### config.mk
export PLATFORM = sky130hd
export DESIGN_NAME = simple_spi_slave
export DESIGN_NICKNAME = d
export VERILOG_FILES = /design/src/rtl/simple_spi_slave.sv
export SDC_FILE = /design/constraint.sdc
export NUM_CORES = 1
export LEC_CHECK = 0
export CORE_MARGIN = 8
export CORE_UTILIZATION = 40
export CTS_BUF_LIST = sky130_fd_sc_hd__clkbuf_8
export DETAILED_ROUTE_END_ITERATION = 8
export GPL_ROUTABILITY_DRIVEN = 1
export HOLD_SLACK_MARGIN = 0.08
export PLACE_DENSITY = 0.67
export SLEW_MARGIN = 15
export SYNTH_ARGS = -nofsm -noshare
export SYNTH_HDL_FRONTEND = slang
export SYNTH_SLANG_ARGS = --single-unit
export TNS_END_PERCENT = 30
### constraint.sdc
create_clock -name clk_i -period 5.6 [get_ports clk_i]
set_input_delay 0.56 -clock clk_i [delete_from_list [all_inputs] [get_ports clk_i]]
set_output_delay 0.56 -clock clk_i [all_outputs]
set_load 0.005 [all_outputs]
### src/rtl/simple_spi_slave.sv
// SPI responder with an 8-bit Wishbone register file and small RX/TX FIFOs.
// SPI pins are oversampled in the clk_i domain; sck edges drive a four-state engine.
module simple_spi_slave #(
   parameter int FIFO_DEPTH  = 4,
   parameter int SYNC_STAGES = 2
) (
   input  logic       clk_i,
   input  logic       rst_i,
   input  logic       cyc_i,
   input  logic       stb_i,
   input  logic [1:0] adr_i,
   input  logic       we_i,
   input  logic [7:0] dat_i,
   output logic [7:0] dat_o,
   output logic       ack_o,
   output logic       inta_o,
   input  logic       sck_i,
   input  logic       ss_ni,
   input  logic       mosi_i,
   output logic       miso_o,
   output logic       miso_oe_o,
   output logic [1:0] dbg_state_o
);
   localparam int AW = $clog2(FIFO_DEPTH);
   localparam int CW = AW + 1;
   localparam logic [CW-1:0] FULL_CNT = CW'(FIFO_DEPTH);

   localparam logic [1:0] ST_IDLE  = 2'd0;
   localparam logic [1:0] ST_LOAD  = 2'd1;
   localparam logic [1:0] ST_SHIFT = 2'd2;
   localparam logic [1:0] ST_DONE  = 2'd3;

   logic [SYNC_STAGES-1:0] r_sck_sync, r_ss_sync, r_mosi_sync;
   logic r_sck_d, r_ss_d;
   logic w_sck, w_ss, w_mosi, w_ss_fall, w_rise, w_fall, w_lead, w_trail, w_sample, w_shift;

   logic r_ack, r_ie, r_en, r_cpol, r_cpha;
   logic [7:0] r_dat;
   logic [3:0] r_flags;  // {IF, RXOR, TXUR, TXOV}
   logic [3:0] w_set, w_clr;
   logic [7:0] w_rdata;
   logic w_req, w_wr, w_rd, w_ctrl_wr, w_stat_wr, w_data_wr, w_data_rd, w_flush;

   logic [7:0] r_tx_mem [FIFO_DEPTH];
   logic [7:0] r_rx_mem [FIFO_DEPTH];
   logic [AW-1:0] r_tx_wr, r_tx_rd, r_rx_wr, r_rx_rd;
   logic [CW-1:0] r_tx_cnt, r_rx_cnt;
   logic w_tx_empty, w_tx_full, w_rx_empty, w_rx_full;
   logic w_tx_fetch, w_tx_pop, w_tx_push, w_rx_push_req, w_rx_push, w_rx_pop;
   logic [7:0] w_tx_byte;

   logic [1:0] r_state;
   logic [2:0] r_bit_cnt;
   logic [7:0] r_rx_sh, r_tx_sh;
   logic r_miso;

   assign w_sck  = r_sck_sync[SYNC_STAGES-1];
   assign w_ss   = r_ss_sync[SYNC_STAGES-1];
   assign w_mosi = r_mosi_sync[SYNC_STAGES-1];
   assign w_ss_fall = ~w_ss & r_ss_d;
   assign w_rise  = w_sck & ~r_sck_d;
   assign w_fall  = ~w_sck & r_sck_d;
   assign w_lead  = r_cpol ? w_fall : w_rise;
   assign w_trail = r_cpol ? w_rise : w_fall;
   assign w_sample = r_cpha ? w_trail : w_lead;
   assign w_shift  = r_cpha ? w_lead : w_trail;

   always_ff @(posedge clk_i or negedge rst_i) begin
      if (!rst_i) begin
         r_sck_sync  <= '0;
         r_ss_sync   <= '1;
         r_mosi_sync <= '0;
         r_sck_d     <= 1'b0;
         r_ss_d      <= 1'b1;
      end else begin
         r_sck_sync  <= {r_sck_sync[SYNC_STAGES-2:0], sck_i};
         r_ss_sync   <= {r_ss_sync[SYNC_STAGES-2:0], ss_ni};
         r_mosi_sync <= {r_mosi_sync[SYNC_STAGES-2:0], mosi_i};
         r_sck_d     <= w_sck;
         r_ss_d      <= w_ss;
      end
   end

   // Bus accesses take effect on the edge that raises ack.
   assign w_req     = cyc_i & stb_i & ~r_ack;
   assign w_wr      = w_req & we_i;
   assign w_rd      = w_req & ~we_i;
   assign w_ctrl_wr = w_wr & (adr_i == 2'd0);
   assign w_stat_wr = w_wr & (adr_i == 2'd1);
   assign w_data_wr = w_wr & (adr_i == 2'd2);
   assign w_data_rd = w_rd & (adr_i == 2'd2);
   assign w_flush   = w_ctrl_wr & r_en & ~dat_i[6];

   assign w_tx_empty = (r_tx_cnt == '0);
   assign w_tx_full  = (r_tx_cnt == FULL_CNT);
   assign w_rx_empty = (r_rx_cnt == '0);
   assign w_rx_full  = (r_rx_cnt == FULL_CNT);

   assign w_tx_fetch    = ((r_state == ST_LOAD) || (r_state == ST_DONE)) & r_en & ~w_flush;
   assign w_tx_pop      = w_tx_fetch & ~w_tx_empty;
   assign w_tx_push     = w_data_wr & (~w_tx_full | w_tx_pop);
   assign w_tx_byte     = w_tx_empty ? 8'hFF : r_tx_mem[r_tx_rd];
   assign w_rx_push_req = (r_state == ST_DONE) & r_en & ~w_flush;
   assign w_rx_pop      = w_data_rd & ~w_rx_empty;
   assign w_rx_push     = w_rx_push_req & (~w_rx_full | w_rx_pop);

   assign w_set = {w_rx_push_req, w_rx_push_req & ~w_rx_push,
                   w_tx_fetch & w_tx_empty, w_data_wr & ~w_tx_push};
   assign w_clr = w_stat_wr ? dat_i[7:4] : 4'h0;

   always_comb begin
      w_rdata = 8'h00;
      case (adr_i)
         2'd0:    w_rdata = {r_ie, r_en, 2'b00, r_cpol, r_cpha, 2'b00};
         2'd1:    w_rdata = {r_flags, w_tx_full, w_tx_empty, w_rx_full, w_rx_empty};
         2'd2:    w_rdata = w_rx_empty ? 8'h00 : r_rx_mem[r_rx_rd];
         default: w_rdata = 8'h00;
      endcase
   end

   always_ff @(posedge clk_i or negedge rst_i) begin
      if (!rst_i) begin
         r_ack   <= 1'b0;
         r_dat   <= 8'h00;
         r_ie    <= 1'b0;
         r_en    <= 1'b0;
         r_cpol  <= 1'b0;
         r_cpha  <= 1'b0;
         r_flags <= 4'h0;
      end else begin
         r_ack   <= w_req;
         r_flags <= (r_flags & ~w_clr) | w_set;
         if (w_rd) r_dat <= w_rdata;
         if (w_ctrl_wr) begin
            r_ie   <= dat_i[7];
            r_en   <= dat_i[6];
            r_cpol <= dat_i[3];
            r_cpha <= dat_i[2];
         end
      end
   end

   always_ff @(posedge clk_i or negedge rst_i) begin
      if (!rst_i) begin
         r_tx_wr <= '0; r_tx_rd <= '0; r_tx_cnt <= '0;
         r_rx_wr <= '0; r_rx_rd <= '0; r_rx_cnt <= '0;
         for (int i = 0; i < FIFO_DEPTH; i++) begin
            r_tx_mem[i] <= 8'h00;
            r_rx_mem[i] <= 8'h00;
         end
      end else if (w_flush) begin
         r_tx_wr <= '0; r_tx_rd <= '0; r_tx_cnt <= '0;
         r_rx_wr <= '0; r_rx_rd <= '0; r_rx_cnt <= '0;
      end else begin
         if (w_tx_push) begin
            r_tx_mem[r_tx_wr] <= dat_i;
            r_tx_wr <= r_tx_wr + AW'(1);
         end
         if (w_tx_pop) r_tx_rd <= r_tx_rd + AW'(1);
         if (w_tx_push && !w_tx_pop) r_tx_cnt <= r_tx_cnt + CW'(1);
         else if (!w_tx_push && w_tx_pop) r_tx_cnt <= r_tx_cnt - CW'(1);
         if (w_rx_push) begin
            r_rx_mem[r_rx_wr] <= r_rx_sh;
            r_rx_wr <= r_rx_wr + AW'(1);
         end
         if (w_rx_pop) r_rx_rd <= r_rx_rd + AW'(1);
         if (w_rx_push && !w_rx_pop) r_rx_cnt <= r_rx_cnt + CW'(1);
         else if (!w_rx_push && w_rx_pop) r_rx_cnt <= r_rx_cnt - CW'(1);
      end
   end

   // Deselect, disable or flush abandons any byte in flight and parks miso high.
   always_ff @(posedge clk_i or negedge rst_i) begin
      if (!rst_i) begin
         r_state   <= ST_IDLE;
         r_bit_cnt <= 3'd0;
         r_rx_sh   <= 8'h00;
         r_tx_sh   <= 8'h00;
         r_miso    <= 1'b1;
      end else if (!r_en || w_flush || (w_ss && (r_state != ST_IDLE))) begin
         r_state <= ST_IDLE;
         r_miso  <= 1'b1;
      end else begin
         case (r_state)
            ST_IDLE: if (w_ss_fall) r_state <= ST_LOAD;
            ST_LOAD: begin
               r_bit_cnt <= 3'd0;
               if (!r_cpha) begin
                  r_miso  <= w_tx_byte[7];
                  r_tx_sh <= {w_tx_byte[6:0], 1'b1};
               end else begin
                  r_tx_sh <= w_tx_byte;
               end
               r_state <= ST_SHIFT;
            end
            ST_SHIFT: begin
               if (w_shift) begin
                  r_miso  <= r_tx_sh[7];
                  r_tx_sh <= {r_tx_sh[6:0], 1'b1};
               end
               if (w_sample) begin
                  r_rx_sh   <= {r_rx_sh[6:0], w_mosi};
                  r_bit_cnt <= r_bit_cnt + 3'd1;
                  if (r_bit_cnt == 3'd7) r_state <= ST_DONE;
               end
            end
            default: begin
               r_tx_sh   <= w_tx_byte;
               r_bit_cnt <= 3'd0;
               r_state   <= ST_SHIFT;
            end
         endcase
      end
   end

   assign dat_o       = r_dat;
   assign ack_o       = r_ack;
   assign inta_o      = r_ie & r_flags[3];
   assign miso_o      = r_miso;
   assign miso_oe_o   = r_en & ~w_ss;
   assign dbg_state_o = r_state;
endmodule

**After elaboration in Yosys (flattened, before gate mapping)**

Index checks and enable logic that the tools add are counted.

- Multiplexer cells: 48
- $lt $le $gt $ge: 6
- Bitwise logic cells: 50
- Reduce and logical (&&, ||, !) cells: 34
- $add $sub $neg: 9
- Eq/ne operators: 15

Operators by type and width:

| cell | number |
|---|---|
| 8-bit two-way mux | 10 |
| 32-bit bitwise mux | 2 |
| 8-bit one-hot mux with 3 select lines | 2 |
| 8-bit binary-select mux with 2-bit select | 2 |
| 8-bit demux with 2-bit select | 2 |
| 1-bit AND | 26 |
| 2-bit two-way mux | 12 |
| 3-bit two-way mux | 7 |
| 1-bit NOT | 15 |
| 3-bit AND reduction | 5 |
| 3-bit greater-or-equal comparator, second input constant | 4 |
| 3-bit != test, second input constant | 4 |
| 2-bit NOT with 3-bit output | 4 |
| 2-bit nonzero test | 5 |
| 3-bit by 1-bit adder with 3-bit output, second input constant | 3 |
| 3-bit equality test, second input constant | 3 |
| 3-bit nonzero test | 3 |
| 2-bit by 1-bit adder with 2-bit output, second input constant | 4 |
| 1-bit logical AND | 7 |
| 1-bit two-way mux | 7 |
| 2-bit equality test, second input constant | 3 |
| 3-bit zero test | 2 |
| 3-bit by 1-bit less-than comparator with 1-bit output, second input constant | 2 |
| 3-bit one-hot mux with 2 select lines | 1 |
| other kinds (15) | 27 |

- Input port bits: 18
- Register bits: 125
- Word-level logic and storage cells: 193

**Logic depth before layout (Yosys ltp)**

- Depth after elaboration: 16
- Depth in mapped cells: 8
- Depth with buffers taken out: 7

**Worst setup path after synthesis**

OpenSTA, ideal clock, no wires.

- Path type: input to register
- From: input port adr_i[1]
- To: register r_rx_cnt[2]
- Path buffers: 1
- Arrival time: 2.187 ns
- Path slack: 3.319 ns
- Stages on the path: 8
- Data required time: 5.506 ns
- Library setup time: 0.094 ns
- Cell sequence: buf_6 -> or4b_4 -> nor2_4 -> nor4_1 -> fa_1 -> nand2_1 -> o21ai_0 -> a211oi_1

- Cells in the longest elaborated chain, start to end: 10
- Elaborated cells between the ends (all ways): 18
- Classes of those cells: 1 x eq/ne; 2 x mux; 9 x bitwise; 6 x reduce/logical

RTL lines:

| what | RTL line | RTL |
|---|---|---|
| start, declared | 11 | `input logic [1:0] adr_i,` |
| 2-bit zero test | 88 | `assign w_ctrl_wr = w_wr & (adr_i == 2'd0);` |
| 1-bit AND | 88 |  |
| 1-bit AND (2 in a row) | 92 | `assign w_flush = w_ctrl_wr & r_en & ~dat_i[6];` |
| 1-bit NOT (no line) | n/a |  |
| 1-bit AND | 103 | `assign w_rx_push_req = (r_state == ST_DONE) & r_en & ~w_flush;` |
| 1-bit AND | 105 | `assign w_rx_push = w_rx_push_req & (~w_rx_full \| w_rx_pop);` |
| 1-bit logical AND or 1-bit zero test (tied branches) | 167, 168 |  |
| 3-bit two-way mux or 1-bit logical AND (tied branches) | 167, 168 |  |
| 3-bit two-way mux or 3-bit nonzero test (tied branches) | n/a |  |
| end signal, assigned | 167 | `if (w_rx_push && !w_rx_pop) r_rx_cnt <= r_rx_cnt + CW'(1);` |
| end signal, assigned | 168 | `else if (!w_rx_push && w_rx_pop) r_rx_cnt <= r_rx_cnt - CW'(1);` |
| end, declared | 47 | `logic [CW-1:0] r_tx_cnt, r_rx_cnt;` |

Parallel ways exist; a longest one is shown, timed or not.
A chain may end at the register's enable or synchronous reset.

**Worst setup path in the final report**

- From: input port adr_i[0]
- To: register r_rx_cnt[2]

Same word-level chain as after synthesis.

==> summary.txt <==
status = completed
Post-Synth Simple-Gate Area = 9.87%
critical path launch point type = input pin
post-synthesis compound-gate area fraction = 8.06%
vias post-DR = 3888
critical path, cell by cell = clkdlybuf4s50_1 -> or4b_4 -> nor2_4 -> nor4_1 -> fa_1 -> nand2_1 -> o21ai_0 -> a211oi_1
worst hold path class = in -> async
RSZ-0062 raised after global routing = no
yosys warns = 0
DR vias/cell = 5.41
Max-slew headroom = 27.8%
P_sw = 0.949 mW
Tcrit/Tclk final = 52.5%
RePlAce Congestion = 0.817
maxcap violations = 0
CP required = 5.95 ns
CP max-delay cell = clkdlybuf4s50_1
die area = 19600 um2
Area growth, synth to finish = 13.9%
delay-heaviest family, CP = simple AND/OR/NAND/NOR gates
FP Rows = 45
total track usage = 13.9%
Post-DRT Antenna Nets = 0
Yosys reg bits = 125
Critical Path AT = 3.29 ns
n_diodes = 0
Final min period = 2.94 ns
post-synthesis mux area share = 23.7%
CTS buffer count = 17
Setup crit start = adr_i[0]
Buf/Inv on CP = 1
first-pass GRT wire length = 21500 um
Post-Synth XOR/XNOR Area = 0.853%
DP Worst Slack = 2.26 ns
DRT Wirelength = 12800 um
CTS max path bufs = 2
sequential area share after synthesis = 50.8%
average wire per standard cell = 17.8 um
Worst setup EP type = register
pin count of the biggest net entering global routing = 83
hold_buf cts = 0
Slew Viols, Final = 0
Post-route DRC = 0
most common cell after layout, fill and taps aside = dfrtp_1
Worst Reg-to-Reg Cells = 7
pwr dens = 414 nW/um2
reg2reg start = ack_o$_DFF_PN0_
synth top area cells = dfrtp_1 49%, mux2_4 7.8%, mux2_2 7.7%, mux4_2 5.8%, ha_1 2.8%
postcts setup bufs = 0
Syn Nets = 522
DIE HEIGHT = 140 um
area leader, netlist = dfrtp_1
main flop type after synthesis = dfrtp_1
DP Area = 6590 um2
fmax = 0.340 GHz
maximum vdd drop = 0.161 mV
antenna violations before repair = 0
Async SR Flop Fraction = 100%
CTS HTree Levels = 4
CORE AREA = 15100 um2
R2R Path End = r_rx_cnt[2]$_DFFE_PN0P_
vias in the first global route = 4155
Worst setup endpoint = r_rx_cnt[2]$_DFFE_PN0P_
HPWL after DPL = 8930 um
Setup TNS = 0 ns
Chip Width = 140 um
drt first pass iters = 5
clock latency on the worst-skew pair = 0.44 ns
worst hold-check slack = 0.287 ns
layout cells sized above 1 = 27.1%
leakage power total = 3.10 nW
1st-iter DRT viols = 251
skew final = 0.0117 ns
post-CTS sizing = 0
Initial Util = 40.7%
Final Hold Fails = 0
sequential share of power = 44.9%
CP Max Fanout = 15
CTS tree = yes
Syn Inst Count = 488
PnR worst setup slack = 2.66 ns
Final setup violation count = 0
FF-to-FF setup slack = 2.94 ns
worst-margin pin slew = 1.08 ns
Worst-path clk slew = 0.08 ns
commonest non-fill, non-tap cells in the layout = 121 x dfrtp_1, 43 x nor2_1, 42 x mux2_2
synthesized area = 6160 um2
Final Instance Area = 7020 um2
slowest stage delay, CP = 0.71 ns
grt ovf = 0
count of clock tree sinks = 125
Nets = 552
Yosys top cell area share = 49.1%
main combinational cell family by area after synthesis = multiplexers
Root Buffer = clkbuf_8
Mapped Avg Cell Area = 12.6 um2
Boundary Pins = 32
Adder-Cell Fraction of Synth Area = 3.49%
CP Depth = 8
critical path type = in -> reg
Logic pwr share = 25.6%
Pint = 1.96 mW
sw frac = 32.6%
Post-synth EDFFs = 0
# port buffers = 31
Distinct cells, synth = 55
Clock power frac = 29.5%
cells by family after synthesis:
family,Yosys count
compound gates,74
xor+xnor,6
fa+ha+maj,16
buf+inv,40
flops,125
mux,104
simple gates,123
sequential cells by signal, indices dropped and copies added, names as in the netlist, 2 cells and up:
| name | count |
|---|---|
| dat_o | 8 |
| r_tx_wr | 2 |
| r_rx_rd | 2 |
| r_rx_cnt | 3 |
| dbg_state_o | 2 |
| r_rx_mem | 32 |
| r_tx_sh | 8 |
| r_mosi_sync | 2 |
| r_rx_sh | 8 |
| r_tx_mem | 32 |
| r_flags | 4 |
| r_tx_cnt | 3 |
| r_rx_wr | 2 |
| r_tx_rd | 2 |
| r_bit_cnt | 3 |
| r_ss_sync | 2 |
| r_sck_sync | 2 |
per-stage QoR:
step	utilization (%)	power (mW)	std cells
2_1_floorplan	-	1.82	488
3_3_place_gp	43.5	2.02	687
3_5_place_dp	43.5	2.07	687
4_1_cts	46.4	2.93	719
5_1_grt	46.4	3.08	719
6_report	46.4	2.91	719
synth_stat cells (all sizes together) (10+ instances only):
master,n
buf,11
nand2,45
mux4,16
inv,19
o21ai,26
a21oi,10
nor2,44
ha,14
clkbuf,10
dfrtp,121
mux2,77
mux2i,11
worst register-to-register path, cell delays in order, from the launching register on:
cell	delay [ns]
dfrtp_1	0.42
nand4bb_1	0.51
nor3_1	0.65
nor4_1	0.13
fa_1	0.43
nand2_1	0.08
o21ai_0	0.08
a211oi_1	0.26
final cells by class:
cell class                 instances  area [um2]
fill                            1304        8120
sequential                       125        3130
multi-input combinational        323        2840
timing repair buffer              32         315
tap                              188         235
clock buffer                      17         234
clock inverter                    15         198
inverter                          19        71.3
per-layer routing:
layer	GRT usage, %	vias up	part of all wire (%)
met2	23.5	75	52
li1	-	1804	-
met1	16.4	1991	43
met5	0	-	0
met4	5.20	0	1.9
met3	3.98	18	3.2
how the worst min path moves through the flow:
stage | slack [ns] | cells past startpoint | end
2_1_floorplan | 0.26 | 0 | ack_o$_DFF_PN0_
3_3_place_gp | 0.34 | 0 | r_sck_sync[1]$_DFF_PN0_
3_5_place_dp | 0.34 | 0 | r_sck_sync[1]$_DFF_PN0_
4_1_cts | 0.34 | 1 | r_tx_mem[11]$_DFFE_PN0P_
5_1_grt | 0.36 | 1 | r_tx_mem[16]$_DFFE_PN0P_
6_report | 0.29 | 1 | r_tx_mem[16]$_DFFE_PN0P_
power groups by stage:
stage	Clock, mW	Combinational [mW]	Sequential (mW)
2_1_floorplan	0	0.612	1.21
3_3_place_gp	0	0.712	1.31
5_1_grt	0.917	0.826	1.34
4_1_cts	0.876	0.749	1.31
3_5_place_dp	0	0.744	1.33
6_report	0.857	0.745	1.31
Note: power is estimated with default switching activity, not from simulation.
